File: config.mk
export PLATFORM = sky130hd
export DESIGN_NAME = uart_tx_fifo
export DESIGN_NICKNAME = d
export VERILOG_FILES = /design/src/rtl/uart_tx_fifo.sv
export SDC_FILE = /design/constraint.sdc
export NUM_CORES = 1
export LEC_CHECK = 0
export ABC_AREA = 1
export CAP_MARGIN = 20
export CELL_PAD_IN_SITES_DETAIL_PLACEMENT = 1
export CELL_PAD_IN_SITES_GLOBAL_PLACEMENT = 1
export CORE_MARGIN = 4
export CORE_UTILIZATION = 46
export DETAILED_ROUTE_END_ITERATION = 12
export GPL_ROUTABILITY_DRIVEN = 0
export PLACE_DENSITY = 0.75
export SYNTH_ARGS = -nofsm -noshare
export SYNTH_HDL_FRONTEND = slang
export SYNTH_SLANG_ARGS = --single-unit
File: constraint.sdc
create_clock -name sys_clk -period 2.4 [get_ports sys_clk]
set_input_delay 0.72 -clock sys_clk [delete_from_list [all_inputs] [get_ports sys_clk]]
set_output_delay 0.72 -clock sys_clk [all_outputs]
set_load 0.03 [all_outputs]
File: src/rtl/uart_tx_fifo.sv
`default_nettype none
// ============================================================================
// Module      : uart_tx_fifo
// Description : Byte FIFO feeding a UART transmitter through a launch/handshake
//               FSM, with sticky overflow and transmitter-timeout flags.
// Revision    : 1.0 - initial release
// ============================================================================
module uart_tx_fifo #(
    parameter int DEPTH    = 8,
    parameter int AW       = 3,
    parameter int BUSY_TMO = 15
) (
    input  logic        sys_clk,
    input  logic        sys_rst_l,
    input  logic        wr_enH,
    input  logic [7:0]  wr_dataH,
    output logic        fullH,
    output logic        emptyH,
    output logic [AW:0] countH,
    output logic        overflowH,
    output logic        timeout_errH,
    input  logic        clr_errH,
    output logic        xmitH,
    output logic [7:0]  xmit_dataH,
    input  logic        xmit_doneH,
    output logic        tx_busyH
);

    localparam int TW = $clog2(BUSY_TMO + 1);

    typedef enum logic [1:0] {
        IDLE      = 2'd0,
        LAUNCH    = 2'd1,
        WAIT_BUSY = 2'd2,
        WAIT_DONE = 2'd3
    } state_t;

    state_t          state_q, state_d;
    logic [AW-1:0]   wr_ptr_q, wr_ptr_d;
    logic [AW-1:0]   rd_ptr_q, rd_ptr_d;
    logic [AW:0]     count_q, count_d;
    logic [TW-1:0]   tmo_q, tmo_d;
    logic [TW-1:0]   tmo_inc;
    logic            ovf_q, ovf_d;
    logic            terr_q, terr_d;
    logic [7:0]      xdata_q, xdata_d;
    logic [7:0]      mem_q [DEPTH];

    logic            pop;
    logic            push_ok;
    logic            ovf_set;
    logic            tmo_set;

    assign fullH        = (count_q == (AW+1)'(DEPTH));
    assign emptyH       = (count_q == '0);
    assign countH       = count_q;
    assign overflowH    = ovf_q;
    assign timeout_errH = terr_q;
    assign xmitH        = (state_q == LAUNCH);
    assign xmit_dataH   = xdata_q;
    assign tx_busyH     = (state_q != IDLE);
    assign tmo_inc      = tmo_q + 1'b1;

    always_comb begin
        state_d = state_q;
        tmo_d   = tmo_q;
        xdata_d = xdata_q;
        pop     = 1'b0;
        tmo_set = 1'b0;
        case (state_q)
            IDLE: begin
                if (!emptyH && xmit_doneH) begin
                    state_d = LAUNCH;
                    xdata_d = mem_q[rd_ptr_q];
                end
            end
            LAUNCH: begin
                state_d = WAIT_BUSY;
                tmo_d   = '0;
            end
            WAIT_BUSY: begin
                if (!xmit_doneH) begin
                    state_d = WAIT_DONE;
                end else begin
                    tmo_d = tmo_inc;
                    // No pop on timeout: the head byte is relaunched from IDLE.
                    if (tmo_inc == TW'(BUSY_TMO)) begin
                        tmo_set = 1'b1;
                        state_d = IDLE;
                    end
                end
            end
            WAIT_DONE: begin
                if (xmit_doneH) begin
                    pop     = 1'b1;
                    state_d = IDLE;
                end
            end
            default: state_d = IDLE;
        endcase
    end

    // A pop in the same cycle frees the slot, so a push into a full FIFO is kept.
    assign push_ok = wr_enH && (!fullH || pop);
    assign ovf_set = wr_enH && fullH && !pop;

    always_comb begin
        wr_ptr_d = push_ok ? wr_ptr_q + 1'b1 : wr_ptr_q;
        rd_ptr_d = pop ? rd_ptr_q + 1'b1 : rd_ptr_q;
        case ({push_ok, pop})
            2'b10:   count_d = count_q + 1'b1;
            2'b01:   count_d = count_q - 1'b1;
            default: count_d = count_q;
        endcase
        ovf_d  = ovf_set | (ovf_q & ~clr_errH);
        terr_d = tmo_set | (terr_q & ~clr_errH);
    end

    always_ff @(posedge sys_clk or negedge sys_rst_l) begin
        if (!sys_rst_l) begin
            state_q  <= IDLE;
            wr_ptr_q <= '0;
            rd_ptr_q <= '0;
            count_q  <= '0;
            tmo_q    <= '0;
            ovf_q    <= 1'b0;
            terr_q   <= 1'b0;
            xdata_q  <= 8'h00;
        end else begin
            state_q  <= state_d;
            wr_ptr_q <= wr_ptr_d;
            rd_ptr_q <= rd_ptr_d;
            count_q  <= count_d;
            tmo_q    <= tmo_d;
            ovf_q    <= ovf_d;
            terr_q   <= terr_d;
            xdata_q  <= xdata_d;
        end
    end

    always_ff @(posedge sys_clk) begin
        if (push_ok) begin
            mem_q[wr_ptr_q] <= wr_dataH;
        end
    end

endmodule
`default_nettype wire

# Yosys cells after proc, flatten, opt, wreduce, memory -nomap -nowiden
# Memories as Yosys holds them, arrays and structs flattened. A register that Yosys moved wholly into a read port is not among the register bits.
# Cells that the tools add are included.
[classes]
addsub = 5
n_eq_ne = 11
n_mux = 15
bitwise_logic = 5
n_reduce_logical = 17
[ops]
columns = ["cell", "n"]
rows = [
  ["$pmux W4 S2", 2],
  ["$add A4 B1 Y4 const B", 2],
  ["$eq A4 B4 Y1 const B", 2],
  ["$mux W2", 4],
  ["$pmux W2 S4", 1],
  ["$mux W1", 7],
  ["$add A3 B1 Y3 const B", 2],
  ["$eq A2 B2 Y1 const B", 3],
  ["$ne A2 B2 Y1 const B", 3],
  ["$reduce_bool A2 Y1", 3],
  ["$eq A2 B1 Y1 const B", 2],
  ["$logic_and A1 B1 Y1", 4],
  ["$logic_not A1 Y1", 4],
  ["$logic_not A4 Y1", 1],
  ["$mux W4", 1],
  ["$reduce_and A2 Y1", 2],
  ["$sub A4 B1 Y4 const B", 1],
  ["$ne A3 B3 Y1 const B", 1],
  ["$reduce_and A3 Y1", 1],
  ["$and A1 B1 Y1", 2],
  ["$logic_not A2 Y1", 1],
  ["$or A1 B1 Y1", 2],
  ["$logic_or A1 B1 Y1", 1],
  ["$not A1 Y1", 1],
]
[totals]
reg_bits = 18
mem_bits_rw = 64
in_bits = 13
output_inout_bits = 18
word_cells = 61
n_memories = 1
[memory_table]
columns = ["memory", "depth", "width", "rd", "rd_ports_with_merged_regs", "write_ports", "line", "text"]
rows = [
  ["mem_q", 8, 8, 1, 1, 1, "47", "logic [7:0] mem_q [DEPTH];"],
]

# Logic depth before layout (Yosys ltp)
[depth]
depth_word = 6
ltp_mapped = 12
mapped_depth_nobuf = 11

# Worst setup path before layout
# OpenSTA, ideal clock, no wires.
[synth_timing]
kind = "register to register"
startpoint = "reg count_q[2] (netlist: countH[2])"
endpoint = "mem mem_q[1][0], enable pin"
setup_ns = 0.370
t_arrival_ns = 1.623
slack_ns = 0.407
stages_incl_launch_ff = 9
n_path_buf = 0
synth_period_minus_slack_ns = 1.993
path_cell_list = "dfrtp_1 > inv_1 > nand3_1 > inv_1 > nand2_2 > nand2_2 > inv_2 > nand2_1 > nor2_1"
[synth_between]
elab_chain_cells = 6
[synth_rtl]
columns = ["element", "line", "text"]
rows = [
  ["from (decl)", "41", "logic [AW:0] count_q, count_d;"],
  ["from (signal assigned)", "133", "count_q <= count_d;"],
  ["$eq A4 B4 Y1", "54", "assign fullH = (count_q == (AW+1)'(DEPTH));"],
  ["net fullH", "17", "output logic fullH,"],
  ["$logic_not A1 Y1", "104", "assign push_ok = wr_enH && (!fullH || pop);"],
  ["$logic_or A1 B1 Y1", "104", ""],
  ["$logic_and A1 B1 Y1", "104", ""],
  ["$mux W1", "142", "if (push_ok) begin"],
  ["$mux W1 (implied by the code)", "143", "mem_q[wr_ptr_q] <= wr_dataH;"],
  ["to (decl)", "47", ""],
]
# The timed path passes the listed nets, and every way through them passes these cells.

# Final worst setup path
[layout_timing]
startpoint = "reg count_q[1] (netlist: countH[1])"
endpoint = "out fullH"
[layout_between]
elab_chain_cells = 1
[layout_rtl]
columns = ["element", "line"]
rows = [
  ["$eq A4 B4 Y1", "54"],
  ["to (decl)", "17"],
]
# Every way passes these cells.

==> out/results.txt <==
Worst setup SP type: register
DRC viols: 0
CP Capture Type: output port
CP required: 1.68 ns
FMAX: 444 MHz
Yosys Warn Count: 0
DRT Pass-1 Iters: 4
vias in the first global route: 2895
drt via density: 5.28
hold crit path type: register to register
post-route insts no fill: 530
Worst Setup EP: fullH
Finished Core Util: 56.2%
clock sink total: 90
CTS max path bufs: 2
die area: 9950 sq um
final worst-path cycle share: 93.8%
Worst-Skew Late Latency: 0.36 ns
largest net degree at the start of global routing: 34
final-report hold violation count: 0
EDFF count, synth: 64
Sw Ratio: 41.2%
Unique masters post-synth: 25
P&R area growth vs syn: 19.2%
first-pass GRT wire length: 15900 um
Synth Area per Inst: 10.5 sq um
Logic pwr share: 41.0%
CTS tree: yes
slowest cell delay on critical path: 0.43 ns
initial antenna violation count: 0
Setup crit start: countH[1]
r2r setup slk: 0.69 ns
CTS Buf Count: 9
Pwr Density: 1210 nW/um^2
GRT Overall Usage: 21.2%
final setup TNS: 0 ns
drt total wl: 9860 um
1st-iter DRT viols: 115
IO Pins: 31
worst r2r path cells: 8
most common flop cell mapped by yosys: edfxtp_1
most common cell after layout, fill and taps aside: nand2_1
DRT antenna net count: 0
Port Buffers: 30
Tightest Pin Transition: 0.525 ns
vias: 2800
RSZ-0062 raised after global routing: no
commonest cells after routing, fill and taps aside: nand2_1 (70), nor2_1 (67), edfxtp_1 (64)
postcts setup bufs: 0
crit-path leading delay family: buffers and inverters
crit path time final: 2.25 ns
synthesized area: 3870 sq um
layout cells sized above 1: 13.2%
Levels on crit path: 4
CP Cell Sequence: nor2_1 > nand3_1 > inv_1 > dlygate4sd2_1
run status: complete, no violations
Initial Util: 47.1%
maximum fanout along the worst path: 5
worst setup path category: register to output port
Slew HR: 64.9%
final slew viol count: 0
Diodes inserted: 0
Lkg Pwr: 1.86 nW
WP buf/inv: 2
RR Endpoint: mem_q[2][0]
synthesized instance count: 369
Psw: 2.30 mW
H-tree levels: 3
Max Cap Viol: 0
DR WL/cell: 18.6 um
die height: 99.8 um
# setup viols final: 0
FF+latch count, synth: 90
CP max-delay cell: dfrtp_1
core area: 8220 sq um
cell internal pwr: 3.29 mW
clock group share of total power: 19.4%
post-DP HPWL: 6730 um
Post-Synthesis Net Count: 387
Overflow after GRT: 0
VDD IR max: 422 uV
RR Startpoint: countH[2]
Worst Skew: 0.0127 ns
nets: 438
Arr. time, crit path: 1.53 ns
Rows: 33
Seq pwr share: 39.6%
register area share after synthesis: 66.4%
Die X: 99.8 um
placed insts: 514
Root Buffer: clkbuf_8
Reg clk slew, reported paths: 0.09 ns
async set or reset register ratio after synthesis: 28.9%
WHS: 0.486 ns
metal layers:
| layer | global-route usage [%] | vias up | part of all wire (%) |
|---|---|---|---|
| met5 | 0 | - | 0 |
| met4 | 5.67 | 0 | 0.95 |
| met3 | 3.93 | 9 | 4.7 |
| met2 | 33.4 | 49 | 48 |
| met1 | 30.5 | 1395 | 46 |
| li1 | - | 1347 | - |
worst min-delay path: stages, from the launching register on:
cell and delay, ns:
dfrtp_1 0.35, nand2_1 0.06, nand2_1 0.05
layout make-up:
type	count	area (sq um)
Clock buffer	9	124
Clock inverter	7	83.8
Fill cell	923	3600
Inverter	29	109
Multi-Input combinational cell	239	1140
Sequential cell	90	2570
Tap cell	105	131
Timing Repair Buffer	51	453
cell usage after synthesis, types with 6 or more instances:
library cell | number | area, sq um
edfxtp_1 | 64 | 1920
o21ai_1 | 16 | 80.1
buf_2 | 6 | 30.0
nor2_1 | 67 | 251
inv_1 | 22 | 82.6
nand2_1 | 70 | 263
nand3_1 | 27 | 135
o211ai_1 | 8 | 60.1
dfrtp_1 | 26 | 651
o21ai_0 | 23 | 115
per-stage QoR:
stage                     total power [mW]  cell area [sq um]  setup slack (ns)
after global routing                  5.97               4620            0.0510
after detailed placement              4.53               4410            0.0228
after floorplan                       3.66               3870             0.407
after CTS                             5.64               4620             0.122
after global placement                4.45               4410            0.0511
final                                 5.59               4620             0.149
timing repair:
| item | 4_1_cts | 5_1_grt |
|---|---|---|
| endpoints found under the setup margin | 4 | 0 |
| gates resized for setup | 5 | 0 |
| hold buffers | 0 | 0 |
state kept, by name, summed over array words and instances (netlist names):
signal        count
countH            4
mem_q            64
overflowH         1
rd_ptr_q          3
state_q           2
timeout_errH      1
tmo_q             4
wr_ptr_q          3
xmit_dataH        8
how the worst min path moves through the flow:
stage                       start  slack [ns]       endpoint  cells after the start
floorplan               sys_rst_l        0.42      countH[0]                      0
CTS                 xmit_dataH[4]        0.49  xmit_dataH[4]                      2
global route        xmit_dataH[4]        0.51  xmit_dataH[4]                      2
finish              xmit_dataH[0]        0.49  xmit_dataH[0]                      2
detailed placement  xmit_dataH[4]        0.47  xmit_dataH[4]                      2
global placement    xmit_dataH[1]        0.46  xmit_dataH[1]                      2
power groups by stage:
stage / clock, mW / combinational [mW] / sequential (mW)
finish: 1.08 / 2.30 / 2.21
CTS: 1.11 / 2.31 / 2.22
detailed placement: 0 / 2.29 / 2.24
global placement: 0 / 2.23 / 2.22
global route: 1.18 / 2.54 / 2.25
floorplan: 0 / 1.27 / 2.39
logic make-up (layout without fill, tap and decap cells):
| kind of cell | after synthesis | in the layout | synth area share, % |
|---|---|---|---|
| simple gates | 178 | 178 | 19.7 |
| flops | 90 | 90 | 66.4 |
| compound gates | 53 | 53 | 7.56 |
| buf+inv | 40 | 96 | 4.07 |
| fa+ha+maj | 5 | 5 | 1.61 |
| xor+xnor | 3 | 3 | 0.678 |
No activity file was read; power rests on OpenSTA's default activity.
==> RTL edit 1, RTL diff (same settings) <==
Encoding of `state_t`: now Gray code (2 bits for 4 states).
--- a/src/rtl/uart_tx_fifo.sv
+++ b/src/rtl/uart_tx_fifo.sv
@@ -29,10 +29,10 @@
     localparam int TW = $clog2(BUSY_TMO + 1);
 
     typedef enum logic [1:0] {
-        IDLE      = 2'd0,
-        LAUNCH    = 2'd1,
-        WAIT_BUSY = 2'd2,
-        WAIT_DONE = 2'd3
+        IDLE      = 2'b00,
+        LAUNCH    = 2'b01,
+        WAIT_BUSY = 2'b11,
+        WAIT_DONE = 2'b10
     } state_t;
 
     state_t          state_q, state_d;
Behaviour: no difference found for any inputs over 10 cycles, from zero or initial values and one cycle with sys_rst_l low; not proved beyond that.
==> RTL edit 1 against the original RTL <==
Design area about the same. Die area decreased by 1.0%. Area after synthesis decreased by 1.1%. Global-route usage decreased by 0.60 points. Wire length decreased by 5.5%. Clock skew about the same. Power increased by 0.71%. Sequential power increased by 2%. Sequential cell count unchanged. Hold slack improved by 0.00091 ns. Worst setup slack got worse by 0.051 ns. Register-to-register slack got worse by 0.05 ns. Highest routed layer unchanged.
==> RTL edit 1: results (changes against the original RTL) <==
First-pass GRT wire length = 15.3 mm (-3.6%)
Area contributors post-synth = edfxtp_1 50%, dfrtp_1 17%, nor2_1 6.2%, nand2_1 5.8%, o21ai_0 4.3%
Top delay family on crit path = flip-flops
Avg Inst Size Synth = 10.9 um^2 (+3.9%)
Final #Nets = 421 (-3.9%)
Synth Area in XOR/XNOR = 1.14% (+0.47 points)
Routed WL = 9.31 mm (-5.5%)
Worst R2R Start = state_q[0]$_DFFE_PN0P_
Max incr delay on CP = 0.49 ns (+0.06 ns)
Dpl ws = -0.0553 ns (-0.0781 ns)
CTS-repair resized insts = 4 (-1)
DP Area = 4400 um^2 (-0.26%)
Worst path arrival time = 1.58 ns (+0.05 ns)
Synth top cells by count = 64 x edfxtp_1, 63 x nor2_1, 59 x nand2_1, 33 x o21ai_0, 26 x dfrtp_1
Hpwl dp = 6.48 mm (-3.7%)
Layout cells sized above 1 = 14.7% (+1.5 points)
Clk_skew = 0.0129 ns (+0.000155 ns)
Length of routed wiring on met1 = 4.10 mm (-10%)
Overall routing resource usage = 20.6% (-0.60 points)
Reg2reg end = mem_q[4][5]$_DFFE_PP_
Status = finished clean
Reg2reg path depth = 7 (-1)
Met3 WL = 340 um (-26%)
Reg2reg setup slack = 0.64 ns (-0.05 ns)
Met1 GRT Util = 26.9% (-3.6 points)
-- RTL edit 1: cell types whose count changed in the layout (fill, tap and decap cells not counted), moves of 3 or more --
cell      change
nor2_1        -4
o21ai_0      +10
o211ai_1      +6
nand2_1      -11
nand3_1      -10
o21ai_1      -12
nand3_2       +3
-- RTL edit 1: layout make-up --
| type | instances | area (um^2) | share of cell area, % |
|---|---|---|---|
| clock buffers | 9 | 124 | 2.68 |
| clock inverters | 7 | 100 | 2.17 |
| inverters | 28 | 105 | 2.28 |
| multi-input cells | 223 | 1110 | 24.1 |
| flip-flops and latches | 90 | 2570 | 55.7 |
| well taps | 105 | 131 | 2.85 |
| repair buffers | 51 | 470 | 10.2 |
-- RTL edit 1: worst register-to-register path: cells and delay by family, from the launching register on --
family	cells	cell delay (ns)
AND/OR/NAND/NOR	5	0.72
flip-flops	1	0.49
buffers and inverters	2	0.28
-- RTL edit 1: power breakdown --
group / switching [uW] / internal [uW]
registers: 255 / 2000
logic: 1420 / 797
clock network: 557 / 596
==> RTL edit 2, RTL diff (same flow settings) <==
Made on the original files. Set the parameter `AW` to 2 (it was 3).
--- a/src/rtl/uart_tx_fifo.sv
+++ b/src/rtl/uart_tx_fifo.sv
@@ -7,7 +7,7 @@
 // ============================================================================
 module uart_tx_fifo #(
     parameter int DEPTH    = 8,
-    parameter int AW       = 3,
+    parameter int AW       = 2,
     parameter int BUSY_TMO = 15
 ) (
     input  logic        sys_clk,
Ports: changed (resized countH); port bits go from 31 to 30. No check against the original RTL was run, so the function may have changed too.
==> RTL edit 2 against the original RTL <==
Area after synthesis down 38%. Core utilization up 1.1 points. Critical endpoint is now countH[2]$_DFFE_PN0P_. Critical path depth up 6. Via count down 43%. Wire length down 53%. Worst setup slack worse by 0.042 ns. Sequential cell count down 35. Design area down 37%. Register-to-register slack worse by 0.31 ns. Highest routed layer unchanged. Power down 37%.
==> RTL edit 2: results (changes against the original RTL) <==
Status = finished clean
Sequential Power Share = 41.7% (+2.1 points)
Router iterations before antenna repair = 5 (+1)
Reg2reg path depth = 9 (+1)
IO buf count = 29 (-3.3%)
Number of flops mapped to enable cells by yosys = 32 (-50%)
Switching Share = 41.3% (+0.11 points)
Met1 GRT Util = 22.2% (-8.2 points)
Hpwl dp = 3.36 mm (-50%)
Register area share after synthesis = 64.1% (-2.3 points)
Layout cells sized above 1 = 11.3% (-1.9 points)
Overall routing resource usage = 16.4% (-4.8 points)
Count of non-CTS buffers in the layout = 41 (-20%)
Combinational power = 1530 uW (-33%)
Hold endpoint = xmit_dataH[1]$_DFFE_PN0P_
Post-synth cell types = 24 (-4.0%)
Reg2reg setup slack = 0.38 ns (-0.31 ns)
Synth Area in XOR/XNOR = 1.83% (+1.1 points)
Vias in the first global route = 1636 (-43%)
Worst R2R Start = countH[0]$_DFFE_PN0P_
Worst path arrival time = 2.49 ns (+0.96 ns)
HP Start = xmit_dataH[1]$_DFFE_PN0P_
WL per Instance = 13.8 um (-26%)
Inverters, non-clock = 26 (-10%)
H-Tree Level Count = 2 (-1)
Max reg flops = 32 (-50%)
Compound-Gate Fraction of Synth Area = 10.5% (+3.0 points)
Mapped Cells = 223 (-40%)
#MultiIn Comb = 135 (-44%)
Max incr delay on CP = 0.45 ns (+0.02 ns)
Dpl cells = 327 (-36%)
Crit-path max FO = 2 (-3)
Fin cells = 335 (-37%)
Slowest CP cell = clkdlybuf4s50_1
Area occupied by multi-input gates = 716 um^2 (-37%)
Length of routed wiring on met1 = 2.15 mm (-53%)
Slew headroom = 63.8% (-1.2 points)
Global routing usage on met3 = 3.81% (-0.12 points)
DR iter-0 viols = 86 (-25%)
Met3 WL = 183 um (-60%)
Largest net degree at the start of global routing = 24 (-29%)
Asr flop ratio synth = 41.8% (+13 points)
Synth Area in Adders = 4.49% (+2.9 points)
Met2 WL post-DR = 2.20 mm (-54%)
Synth top cells by count = 34 x nor2_1, 32 x edfxtp_1, 32 x nand2_1, 30 x o21ai_0, 23 x dfrtp_1
Clock sinks = 55 (-39%)
## RTL edit 2: cell count changes after synthesis, sizes merged, moves of 3 or more
cell,change
nor2,-38
clkbuf,-5
nand2,-40
o211ai,-8
nand3,-22
dfrtp,-3
edfxtp,-32
## RTL edit 2: worst register-to-register path: stages, from the launching register on
cell	delay (ns)
dfrtp_1	0.42
inv_1	0.12
nand3_2	0.16
o21ai_4	0.19
ha_1	0.16
inv_1	0.06
fa_1	0.38
a21oi_1	0.15
o21ai_0	0.11
xor2_1	0.16
## RTL edit 2: repair_timing
item,CTS,global route
setup buffers,0,0
gates resized for setup,3,1
hold buffers,0,0
setup endpoints to repair,3,1
## RTL edit 2: metrics by stage
stage	TNS [ns]	hold slack, ns	cell area, um^2	utilization, %	total power (uW)
2_1_floorplan	0	0.424	2400	-	2490
3_3_place_gp	-0.148	0.482	2820	55.5	3010
3_5_place_dp	-0.254	0.495	2820	55.5	3070
4_1_cts	0	0.521	2910	57.2	3580
5_1_grt	0	0.551	2910	57.3	3820
6_report	0	0.517	2910	57.3	3520
## RTL edit 2: worst max-delay path by stage
| stage | slack (ns) | start | end |
|---|---|---|---|
| 2_1_floorplan | 0.25 | xmit_doneH | countH[2]$_DFFE_PN0P_ |
| 3_3_place_gp | -0.15 | xmit_doneH | countH[2]$_DFFE_PN0P_ |
| 3_5_place_dp | -0.21 | xmit_doneH | countH[2]$_DFFE_PN0P_ |
| 4_1_cts | 0.02 | state_q[0]$_DFFE_PN0P_ | xmitH |
| 5_1_grt | 0.03 | xmit_doneH | countH[2]$_DFFE_PN0P_ |
| 6_report | 0.11 | xmit_doneH | countH[2]$_DFFE_PN0P_ |
